===== src/rtl/fip_pkg.sv =====
// fip_pkg: shared Q16.16 fixed-point types, limits and divider FSM states.
package fip_pkg;
  localparam int FIP_INT_BITS = 16;
  localparam int FIP_FRAC_BITS = 16;
  localparam logic [31:0] FIP_MAX = 32'h7FFF_FFFF;
  localparam logic [31:0] FIP_MIN = 32'h8000_0000;
  typedef logic signed [31:0] fip_t;
  typedef enum logic [1:0] {IDLE, CALC, SIGN, DONE} div_state_t;
endpackage


===== src/rtl/fip_div_step.sv =====
// fip_div_step: one combinational restoring-division step on a 33-bit remainder.
module fip_div_step (
  input  logic [32:0] rem_in,
  input  logic [31:0] den,
  input  logic        bit_in,
  output logic [32:0] rem_out,
  output logic        qbit
);
  logic [32:0] sh;
  assign sh = {rem_in[31:0], bit_in};
  // rem_in[32] set means the shifted value exceeds 2^33, so it always covers den
  assign qbit = rem_in[32] | (sh >= {1'b0, den});
  assign rem_out = qbit ? sh - {1'b0, den} : sh;
endmodule


===== src/rtl/fip_32_div_iter.sv =====
// fip_32_div_iter: multi-cycle saturating signed Q16.16 divider, BPC quotient bits per cycle.
module fip_32_div_iter
  import fip_pkg::*;
#(
  parameter int BPC = 1
) (
  input  logic        clk,
  input  logic        rst_n,
  input  logic        in_valid,
  output logic        in_ready,
  input  logic [31:0] dividend,
  input  logic [31:0] divisor,
  output logic        out_valid,
  input  logic        out_ready,
  output logic [31:0] quotient,
  output logic        overflow,
  output logic        div_by_zero
);
  localparam int ITER = 48 / BPC;
  localparam logic [5:0] LAST = 6'(ITER - 1);
  div_state_t state, state_n;
  logic        neg;
  logic [47:0] num;
  logic [31:0] den;
  logic [32:0] rem;
  logic [5:0]  cnt;
  logic [32:0] rc [0:BPC];
  logic [BPC-1:0] qb;
  logic [31:0] a_dd, a_ds, q_fix;
  logic        sat_pos, sat_neg;
  assign a_dd = dividend[31] ? 32'(-dividend) : dividend;
  assign a_ds = divisor[31] ? 32'(-divisor) : divisor;
  assign in_ready = state == IDLE;
  assign out_valid = state == DONE;
  assign rc[0] = rem;
  // num doubles as the quotient register: dividend bits leave at the top, quotient bits enter at the bottom
  for (genvar g = 0; g < BPC; g++) begin : g_step
    fip_div_step u_step (
      .rem_in (rc[g]),
      .den    (den),
      .bit_in (num[47-g]),
      .rem_out(rc[g+1]),
      .qbit   (qb[BPC-1-g])
    );
  end
  assign sat_pos = !neg && num > 48'h0000_7FFF_FFFF;
  assign sat_neg = neg && num > 48'h0000_8000_0000;
  assign q_fix = sat_pos ? FIP_MAX : sat_neg ? FIP_MIN : neg ? 32'(-num[31:0]) : num[31:0];
  always_comb begin
    state_n = state;
    case (state)
      IDLE: if (in_valid) state_n = (divisor == 32'd0) ? DONE : CALC;
      CALC: if (cnt == LAST) state_n = SIGN;
      SIGN: state_n = DONE;
      DONE: if (out_ready) state_n = IDLE;
      default: state_n = IDLE;
    endcase
  end
  always_ff @(posedge clk or negedge rst_n) begin
    if (!rst_n) begin
      state       <= IDLE;
      neg         <= 1'b0;
      num         <= '0;
      den         <= '0;
      rem         <= '0;
      cnt         <= '0;
      quotient    <= '0;
      overflow    <= 1'b0;
      div_by_zero <= 1'b0;
    end else begin
      state <= state_n;
      case (state)
        IDLE: if (in_valid) begin
          if (divisor == 32'd0) begin
            quotient    <= '0;
            overflow    <= 1'b0;
            div_by_zero <= 1'b1;
          end else begin
            neg <= dividend[31] ^ divisor[31];
            num <= {a_dd, {FIP_FRAC_BITS{1'b0}}};
            den <= a_ds;
            rem <= '0;
            cnt <= '0;
          end
        end
        CALC: begin
          rem <= rc[BPC];
          num <= {num[47-BPC:0], qb};
          cnt <= cnt + 6'd1;
        end
        SIGN: begin
          quotient    <= q_fix;
          overflow    <= sat_pos | sat_neg;
          div_by_zero <= 1'b0;
        end
        default: ;
      endcase
    end
  end
endmodule

===== config.mk =====
export PLATFORM = sky130hd
export DESIGN_NAME = fip_32_div_iter
export DESIGN_NICKNAME = d
export VERILOG_FILES = /design/src/rtl/fip_pkg.sv /design/src/rtl/fip_div_step.sv /design/src/rtl/fip_32_div_iter.sv
export SDC_FILE = /design/constraint.sdc
export NUM_CORES = 1
export LEC_CHECK = 0
export CAP_MARGIN = 20
export CORE_MARGIN = 3
export CORE_UTILIZATION = 55
export DETAILED_ROUTE_END_ITERATION = 6
export PLACE_DENSITY = 0.77
export SLEW_MARGIN = 15
export SYNTH_ARGS = -nofsm -noshare
export SYNTH_HDL_FRONTEND = slang
export SYNTH_SLANG_ARGS = --single-unit

===== constraint.sdc =====
create_clock -name clk -period 5.2 [get_ports clk]
set_clock_uncertainty 0.05 [all_clocks]
set_input_delay 0.52 -clock clk [delete_from_list [all_inputs] [get_ports clk]]
set_output_delay 0.52 -clock clk [all_outputs]
set_load 0.005 [all_outputs]

==> results.toml, run 1 <==
[run_status]
status = "complete, no violations"

[final_layout]
fin_nets = 1457
final_layout_size_suffix_gt1_share_pct = 6.25
syn_to_final_growth_pct = 17.0
diodes = 0
utilization_pct = 65.9
final_common_cell = "nand2_1"
layout_common_cells = "nand2_1, dfrtp_1, o21ai_0"
post-route-cell-area_um2 = 12500
nFillCells = 1593

[cts]
ctsLongestPathBuffers = 2
cts_buffers = 17
cts_num_sinks = 156
tritoncts = "yes"
cts-resized-gates = 0
root_buffer = "clkbuf_16"
insertion_delay_ns = 0.43
path_clk_slew_ns = 0.07
h-tree-depth = 4

[route]
num_vias = 9689
routed_wl_um = 27300
route.detailed.drc = 0
first_iter_violations = 685
vias_per_cell = 5.98
wl_per_cell_um = 16.8
antenna_left = 0
dr.pass1.iters = 6

[critical_path]
worstReg2RegEnd = "rem[22]$_DFFE_PN0P_"
cp-endpoint = "rem[22]$_DFFE_PN0P_"
crit_path_end_kind = "register"
crit_fanout = 21
reg2reg_depth = 11
crit_start = "den[9]$_DFFE_PN0P_"
cp.required_ns = 5.46
r2r_start = "den[9]$_DFFE_PN0P_"
timing_worst_setup_path_type = "reg -> reg"
startpoint_type = "register"
cp.arrival_ns = 3.96
r2r_slack_ns = 1.50

[floorplan]
die_w_um = 145
num_io_pins = 104
core_um2 = 18900
num_rows = 50
dieArea_um2 = 21100
start_util_pct = 56.4
die_height_um = 145

[global_route]
grt_start_max_net_pins = 107
grt_usage_pct = 26.0
grt_pass1_wl_um = 46100
grt_pass1_vias = 9116
antenna_found_initial = 0
overflow = 0

[hold_path]
hp-class = "reg -> reg"

[timing]
hold_viol = 0
relSlewSlack_pct = 31.5
setup_ws_ns = 1.50
max_freq_mhz = 270
setup_violations = 0
fin_crit_ns = 3.70
finalSetupTns_ns = 0
rsz0062_at_grt = "no"
max_slew.worst_pin.slew_ns = 1.02
maxSlewViolCount = 0
timing.final.crit_share_pct = 71.2

[power_and_ir_drop]
total_power_w = 0.00749
irDropWorstVdd_v = 0.000342
p_leak_nw = 5.17
p_per_area_nw_per_um2 = 601

[run]
maxCapViolCount = 0

[yosys]
synth_top_flop_cell = "dfrtp_1"
synth_seq_cells = 156
synth_cell_types = 73
synth_edf_count = 0
syn_area_per_cell_um2 = 8.27
yosysSeqAreaShare_pct = 36.6
synthCells = 1288
synthArstFlopShare_pct = 100
synth_nets = 1397
yosysWarningCount = 0
synth_area_um2 = 10700

[place]
place_area_um2 = 11800
port_buffers = 103
dp_worst_setup_slack_ns = 1.22
hpwl_um = 19600
place_congestion = 0.908
-- logic make-up after synthesis --
logic type,share of synthesized area (%)
flops,36.6
buf+inv,4.99
simple gates,19.1
xor+xnor,8.22
compound gates,23.5
fa+ha+maj,4.89
mux,2.64
-- report_power, final --
part	switching [W]	total, W	internal [W]	leakage, nW
clock	0.000555	0.00133	0.000775	0.308
sequential	0.000521	0.00223	0.00171	1.85
combinational	0.00229	0.00393	0.00164	3.02
total	0.00336	0.00749	0.00412	5.17
-- cell usage after synthesis, types with 4 or more instances --
cell,count,area (um2)
o21ai_2,10,87.6
or4_1,18,135
o21ai_0,151,756
nor4_1,13,81.3
nand2b_1,6,37.5
nor2b_1,6,37.5
o311ai_0,4,35.0
dfrtp_1,156,3900
o22ai_1,5,31.3
buf_2,10,50.1
nand2_1,192,721
and3_1,10,62.6
o211ai_1,6,45.0
a31oi_1,15,93.8
a21o_1,9,67.6
a21oi_1,93,465
mux2i_1,27,270
xor2_1,55,482
or3_1,10,62.6
nand3_1,31,155
a221o_1,9,90.1
a32oi_1,10,87.6
clkbuf_1,53,199
buf_1,11,41.3
nor2_1,84,315
a211oi_1,6,45.0
o21bai_1,6,45.0
o41ai_1,10,87.6
inv_1,56,210
ha_1,40,500
or2_2,6,37.5
o21a_1,5,37.5
nand4_1,11,68.8
a22o_1,5,43.8
xnor2_1,45,394
nor3_1,24,120
o31ai_1,27,203
-- area by class of cell --
cell class | count | area (um2) | share of cell area, %
inverters | 56 | 210 | 1.69
repair buffers | 117 | 1150 | 9.25
flip-flops and latches | 156 | 3910 | 31.3
clock inverters | 15 | 196 | 1.58
clock buffers | 17 | 425 | 3.41
well taps | 260 | 325 | 2.61
multi-input cells | 1000 | 6240 | 50.1
-- state kept, by name (all words and copies together) (netlist names), 2 cells and up --
signal	count
rem	33
den	32
cnt	6
quotient	32
state	2
num	48
-- critical path: stages (launching register included) --
cell,delay [ns]
dfrtp_1,0.36
inv_1,0.14
ha_1,0.31
a21oi_1,0.18
o21ai_0,0.22
a21o_1,0.27
nor4_1,0.38
o21ai_0,0.31
a21boi_4,0.56
buf_4,0.42
o41ai_1,0.12
a211o_1,0.25
-- worst min path at each step --
stage | from | endpoint | slack [ns] | cells after the start
3_3_place_gp | quotient[7]$_DFFE_PN0P_ | quotient[7]$_DFFE_PN0P_ | 0.41 | 2
5_1_grt | quotient[13]$_DFFE_PN0P_ | quotient[13]$_DFFE_PN0P_ | 0.45 | 2
6_report | quotient[5]$_DFFE_PN0P_ | quotient[5]$_DFFE_PN0P_ | 0.43 | 2
3_5_place_dp | quotient[13]$_DFFE_PN0P_ | quotient[13]$_DFFE_PN0P_ | 0.42 | 2
2_1_floorplan | rst_n | cnt[0]$_DFFE_PN0P_ | 0.17 | 0
4_1_cts | quotient[13]$_DFFE_PN0P_ | quotient[13]$_DFFE_PN0P_ | 0.43 | 2
-- timing repair --
| item | CTS | global route |
|---|---|---|
| hold buffers | 1 | 0 |
| buffers inserted | 0 | 0 |
| hold endpoints to repair | 5 | 0 |
-- stage by stage --
| stage | hold WS, ns | std cells |
|---|---|---|
| final | 0.427 | 1621 |
| after global routing | 0.449 | 1621 |
| after CTS | 0.432 | 1621 |
| after detailed placement | 0.415 | 1588 |
| after global placement | 0.413 | 1588 |
| after floorplan | 0.174 | 1288 |
-- layer usage --
layer	global-route usage (%)	up-vias	share of wire, %
li1	-	4741	-
met1	39.3	4621	48
met2	39.7	303	45
met3	3.72	24	5.7
met4	6.17	0	1.1
met5	0	-	0
Note: power is estimated with default switching activity, not from simulation.
==> inputs of run 2 (changes only) <==
Clock period 5.2 ns to 3.7 ns, I/O delays scaled along.
==> run 2 against run 1 <==
  * Maximum frequency rose by 11%
  * Wire length decreased by 1.1%
  * Non-clock buffer count rose by 11
  * Setup slack worse by 1.1 ns
  * Clock power increased by 32%
  * Register-to-register slack worse by 1.1 ns
  * The flow now finishes with violations (negative hold slack)
  * First-iteration DRC count rose by 9.6%
  * Critical path type unchanged
  * Via count is 0.63% lower
  * Critical path depth shrank 1
==> results.toml, run 2 (same netlist as run 1, synthesis figures left out) <==
[cts]
cts_setup_buffers = 0
tritoncts = "yes"
cts_buffers = 17
hold_buffers = 0
insertion_delay_ns = 0.44
cts_num_sinks = 156
root_buffer = "clkbuf_16"
h-tree-depth = 4
ctsLongestPathBuffers = 2
cts-resized-gates = 0
path_clk_slew_ns = 0.06

[timing]
hold_viol = 26
setup_ws_ns = 0.365
setup_violations = 0
rsz0062_at_grt = "no"
timing.final.crit_share_pct = 90.1
max_slew.worst_pin.slew_ns = 1.03
max_freq_mhz = 300
maxSlewViolCount = 0
fin_crit_ns = 3.33
fin_worst_hold_slack_ns = -0.0688
relSlewSlack_pct = 31.4
finalSetupTns_ns = 0

[floorplan]
die_height_um = 145
num_rows = 50
start_util_pct = 56.4
num_io_pins = 104
dieArea_um2 = 21100
core_um2 = 18900
die_w_um = 145

[final_layout]
regArea_um2 = 3910
largestRegisters = "num x48, rem x33"
syn_to_final_growth_pct = 17.6
final_layout_size_suffix_gt1_share_pct = 6.93
layout_common_cells = "nand2_1, dfrtp_1, o21ai_0"
largest_register_ffs = 48
multi_input_comb_area_um2 = 6240
post-route-cell-area_um2 = 12500
utilization_pct = 66.3
nFillCells = 1577
final_common_cell = "nand2_1"
diodes = 0
regMostFlops = "num"
fin_nets = 1468

[power_and_ir_drop]
irDropWorstVdd_v = 0.000444
total_power_w = 0.0105
p_leak_nw = 5.20
p_per_area_nw_per_um2 = 838

[critical_path]
r2r_slack_ns = 0.37
cp.required_ns = 4.02
startpoint_type = "register"
cp.arrival_ns = 3.66
crit_path_end_kind = "register"
timing_worst_setup_path_type = "reg -> reg"
crit_fanout = 10

[route]
dr.pass1.iters = 6
wl_per_cell_um = 16.6
route.detailed.drc = 0
first_iter_violations = 751
antenna_left = 0
num_vias = 9628
routed_wl_um = 27000
vias_per_cell = 5.91

[place]
hpwl_um = 19800
place_area_um2 = 11900
place_congestion = 0.903
port_buffers = 103
dp_worst_setup_slack_ns = 0.179

[global_route]
grt_start_max_net_pins = 94
antenna_found_initial = 0
grt_pass1_vias = 8832
overflow = 0
grt_pass1_wl_um = 45300
grt_usage_pct = 25.6

[hold_path]
hp-class = "in -> async"

[run_status]
violations = "negative hold slack"
status = "complete, but fails checks"

[run]
maxCapViolCount = 0
run 2: changes by cell type in the layout (fill, tap and decap cells not counted), sizes merged:
cell	change
clkbuf	+3
bufinv	-1
clkinvlp	+5
dlygate4sd3	-1
buf	+12
inv	-9
run 2: layout make-up:
cell class	count	share of cell area [%]
clock buffers	20	3.73
repair buffers	128	10.0
inverters	56	1.68
multi-input cells	1000	49.9
flip-flops and latches	156	31.2
well taps	260	2.60
clock inverters	10	0.929
run 2: metrics by stage:
stage,hold slack (ns),cells
after floorplan,0.0244,1288
after global placement,0.414,1600
after detailed placement,0.415,1600
after CTS,0.00920,1630
after global routing,0.0112,1630
final,-0.0688,1630
run 2: path summary, 6_finish.rpt:
path,start,endpoint,depth (start not counted)
worst max-delay path,num[0]$_DFFE_PN0P_,quotient[27]$_DFFE_PN0P_,10
worst min-delay path,rst_n,quotient[16]$_DFFE_PN0P_,1
worst max register to register,num[0]$_DFFE_PN0P_,quotient[27]$_DFFE_PN0P_,10
worst min register to register,quotient[6]$_DFFE_PN0P_,quotient[6]$_DFFE_PN0P_,2
max in group asynchronous,rst_n,den[30]$_DFFE_PN0P_,2
min in group clk,quotient[6]$_DFFE_PN0P_,quotient[6]$_DFFE_PN0P_,2
run 2: power by group:
group	total [W]	switching (W)	internal (W)	leakage, nW
Clock	0.00175	0.000710	0.00104	0.272
Combinational	0.00563	0.00323	0.00241	3.08
Sequential	0.00312	0.000719	0.00240	1.85
Total	0.0105	0.00466	0.00584	5.20
run 2: routing by layer:
metal	GRT usage [%]	wire, um	up-vias
li1	-	-	4745
met1	40.0	13400	4554
met2	36.9	11600	292
met3	4.34	1540	37
met4	6.65	405	0
met5	0	0	-
run 2: critical path, stage by stage (launching register included):
cell	delay [ns]
dfrtp_1	0.42
inv_1	0.12
ha_1	0.22
or3b_4	0.40
or3_4	0.34
or3_1	0.51
nor4_4	0.32
nand2b_2	0.10
a21o_4	0.25
a21oi_4	0.32
a221o_1	0.20
==> inputs of run 3 (changes only) <==
Clock period 3.7 ns to 3.09 ns, I/O delays scaled along.
==> run 3 against run 2 <==
  * The run now ends clean
  * Cell area grew 6.2%
  * Register-to-register slack got worse by 0.29 ns
  * Sequential power rose by 19%
  * Flip-flop and latch count is the same
  * First-iteration DRC count shrank 0.40%
  * Die area unchanged
  * Critical path type unchanged
  * Largest power group unchanged
==> results.toml, run 3 (same netlist as run 1, synthesis figures left out) <==
[global_route]
grt_pass1_wl_um = 47500
antenna_found_initial = 0
grt_start_max_net_pins = 88
overflow = 0
grt_pass1_vias = 9600
grt_usage_pct = 26.9

[route]
num_vias = 10095
first_iter_violations = 748
dr.pass1.iters = 7
route.detailed.drc = 0
vias_per_cell = 5.88
routed_wl_um = 28700
wl_per_cell_um = 16.7
antenna_left = 0

[place]
place_congestion = 0.908
place_area_um2 = 12600
hpwl_um = 21400
port_buffers = 103
dp_cells = 1681

[critical_path]
crit_slowest_cell = "dfrtp_1"
crit_fanout = 4
path_buf_inv = 1
r2r_slack_ns = 0.07
cp_top_family = "simple AND/OR/NAND/NOR gates"
max_stage_delay_ns = 0.40
cp.arrival_ns = 3.27
cp.required_ns = 3.35
timing_worst_setup_path_type = "reg -> reg"
crit_path_end_kind = "register"
cp_cell_sequence = "inv_1, ha_2, or3b_4, or3_4, or3_4, or3_4, o31ai_4, xnor2_1, a221o_1"
startpoint_type = "register"
reg2reg_depth = 9
path_depth = 9
cp_common_cell = "or3_4"

[power_and_ir_drop]
irDropWorstVdd_v = 0.000463
p_leak_nw = 5.65
p_per_area_nw_per_um2 = 1000

[final_layout]
finalNonFillerCells = 1718
fin_nets = 1555
nFillCells = 1507
largest_register_ffs = 48
regMostFlops = "num"
layout_common_cells = "nand2_1, dfrtp_1, o21ai_0"
final_layout_size_suffix_gt1_share_pct = 12.9
diodes = 0
syn_to_final_growth_pct = 24.8
multi_input_comb_area_um2 = 6290
regArea_um2 = 3910
largestRegisters = "num x48, rem x33"
post-route-cell-area_um2 = 13300
final_common_cell = "nand2_1"

[timing]
max_freq_mhz = 331
setup_violations = 0
max_slew.worst_pin.slew_ns = 0.824
finalSetupTns_ns = 0
rsz0062_at_grt = "no"
fin_crit_ns = 3.02
hold_viol = 0
maxSlewViolCount = 0
relSlewSlack_pct = 45.1
timing.final.crit_share_pct = 97.6

[floorplan]
die_w_um = 145
num_io_pins = 104
start_util_pct = 56.4
num_rows = 50
dieArea_um2 = 21100
core_um2 = 18900
die_height_um = 145

[cts]
tritoncts = "yes"
cts_num_sinks = 156
h-tree-depth = 4
insertion_delay_ns = 0.43
ctsLongestPathBuffers = 2
cts_buffers = 17
root_buffer = "clkbuf_16"
path_clk_slew_ns = 0.06

[hold_path]
hp-class = "reg -> reg"
hold_depth = 2

[run]
maxCapViolCount = 0

[run_status]
status = "complete, no violations"
[run 3: timing repair]
item | CTS | global route
hold buffers | 1 | 0
resized for setup | 1 | 16
endpoints found under the hold margin | 82 | 0
buffers inserted | 0 | 4
gates cloned | 0 | 1
pin swaps | 0 | 4
endpoints found under the setup margin | 3 | 49
[run 3: report_power, final]
part | internal (W) | switching [W] | total (W)
Sequential | 0.00287 | 0.000827 | 0.00370
Combinational | 0.00345 | 0.00413 | 0.00758
Clock | 0.00117 | 0.000849 | 0.00202
[run 3: path summary, 6_finish.rpt]
kind                                      start                  endpoint
setup / recovery             num[0]$_DFFE_PN0P_  quotient[18]$_DFFE_PN0P_
hold / removal             overflow$_DFFE_PN0P_      overflow$_DFFE_PN0P_
setup reg to reg             num[0]$_DFFE_PN0P_  quotient[18]$_DFFE_PN0P_
hold reg to reg            overflow$_DFFE_PN0P_      overflow$_DFFE_PN0P_
max in group asynchronous                 rst_n        rem[2]$_DFFE_PN0P_
min in group asynchronous                 rst_n  quotient[10]$_DFFE_PN0P_
[run 3: worst register-to-register path, delay by kind of cell (launching register included)]
family                   cells  cell delay [ns]
AND/OR/NAND/NOR              4             1.50
AO/OA/AOI/OAI                2             0.55
flip-flops                   1             0.40
adder cells (fa/ha/maj)      1             0.20
XOR/XNOR                     1             0.12
buffers and inverters        1             0.10
[run 3: routing by layer]
| metal | routed length, um | track usage, % | share of wire [%] | vias to the layer above |
|---|---|---|---|---|
| met2 | 13000 | 41.8 | 45 | 310 |
| li1 | - | - | - | 4934 |
| met5 | 0 | 0 | 0 | - |
| met1 | 13500 | 39.1 | 47 | 4817 |
| met4 | 340 | 6.17 | 1.2 | 0 |
| met3 | 1840 | 5.50 | 6.4 | 34 |
[run 3: area by class of cell]
cell class / instances / share of cell area [%]
well taps: 260 / 2.45
clock buffers: 23 / 3.59
multi-input cells: 1001 / 47.3
repair buffers: 214 / 15.0
clock inverters: 8 / 0.640
inverters: 56 / 1.58
flip-flops and latches: 156 / 29.4
[run 3: through the flow]
stage	total power, W	hold slack [ns]	util [%]	setup WS, ns
3_3_place_gp	0.0108	0.376	66.9	-0.0522
5_1_grt	0.0143	0.454	70.4	0.0155
4_1_cts	0.0131	0.428	69.9	0.0365
3_5_place_dp	0.0111	0.383	66.9	-0.157
6_report	0.0133	0.424	70.4	0.0730
2_1_floorplan	0.00843	-0.0366	-	0.0673
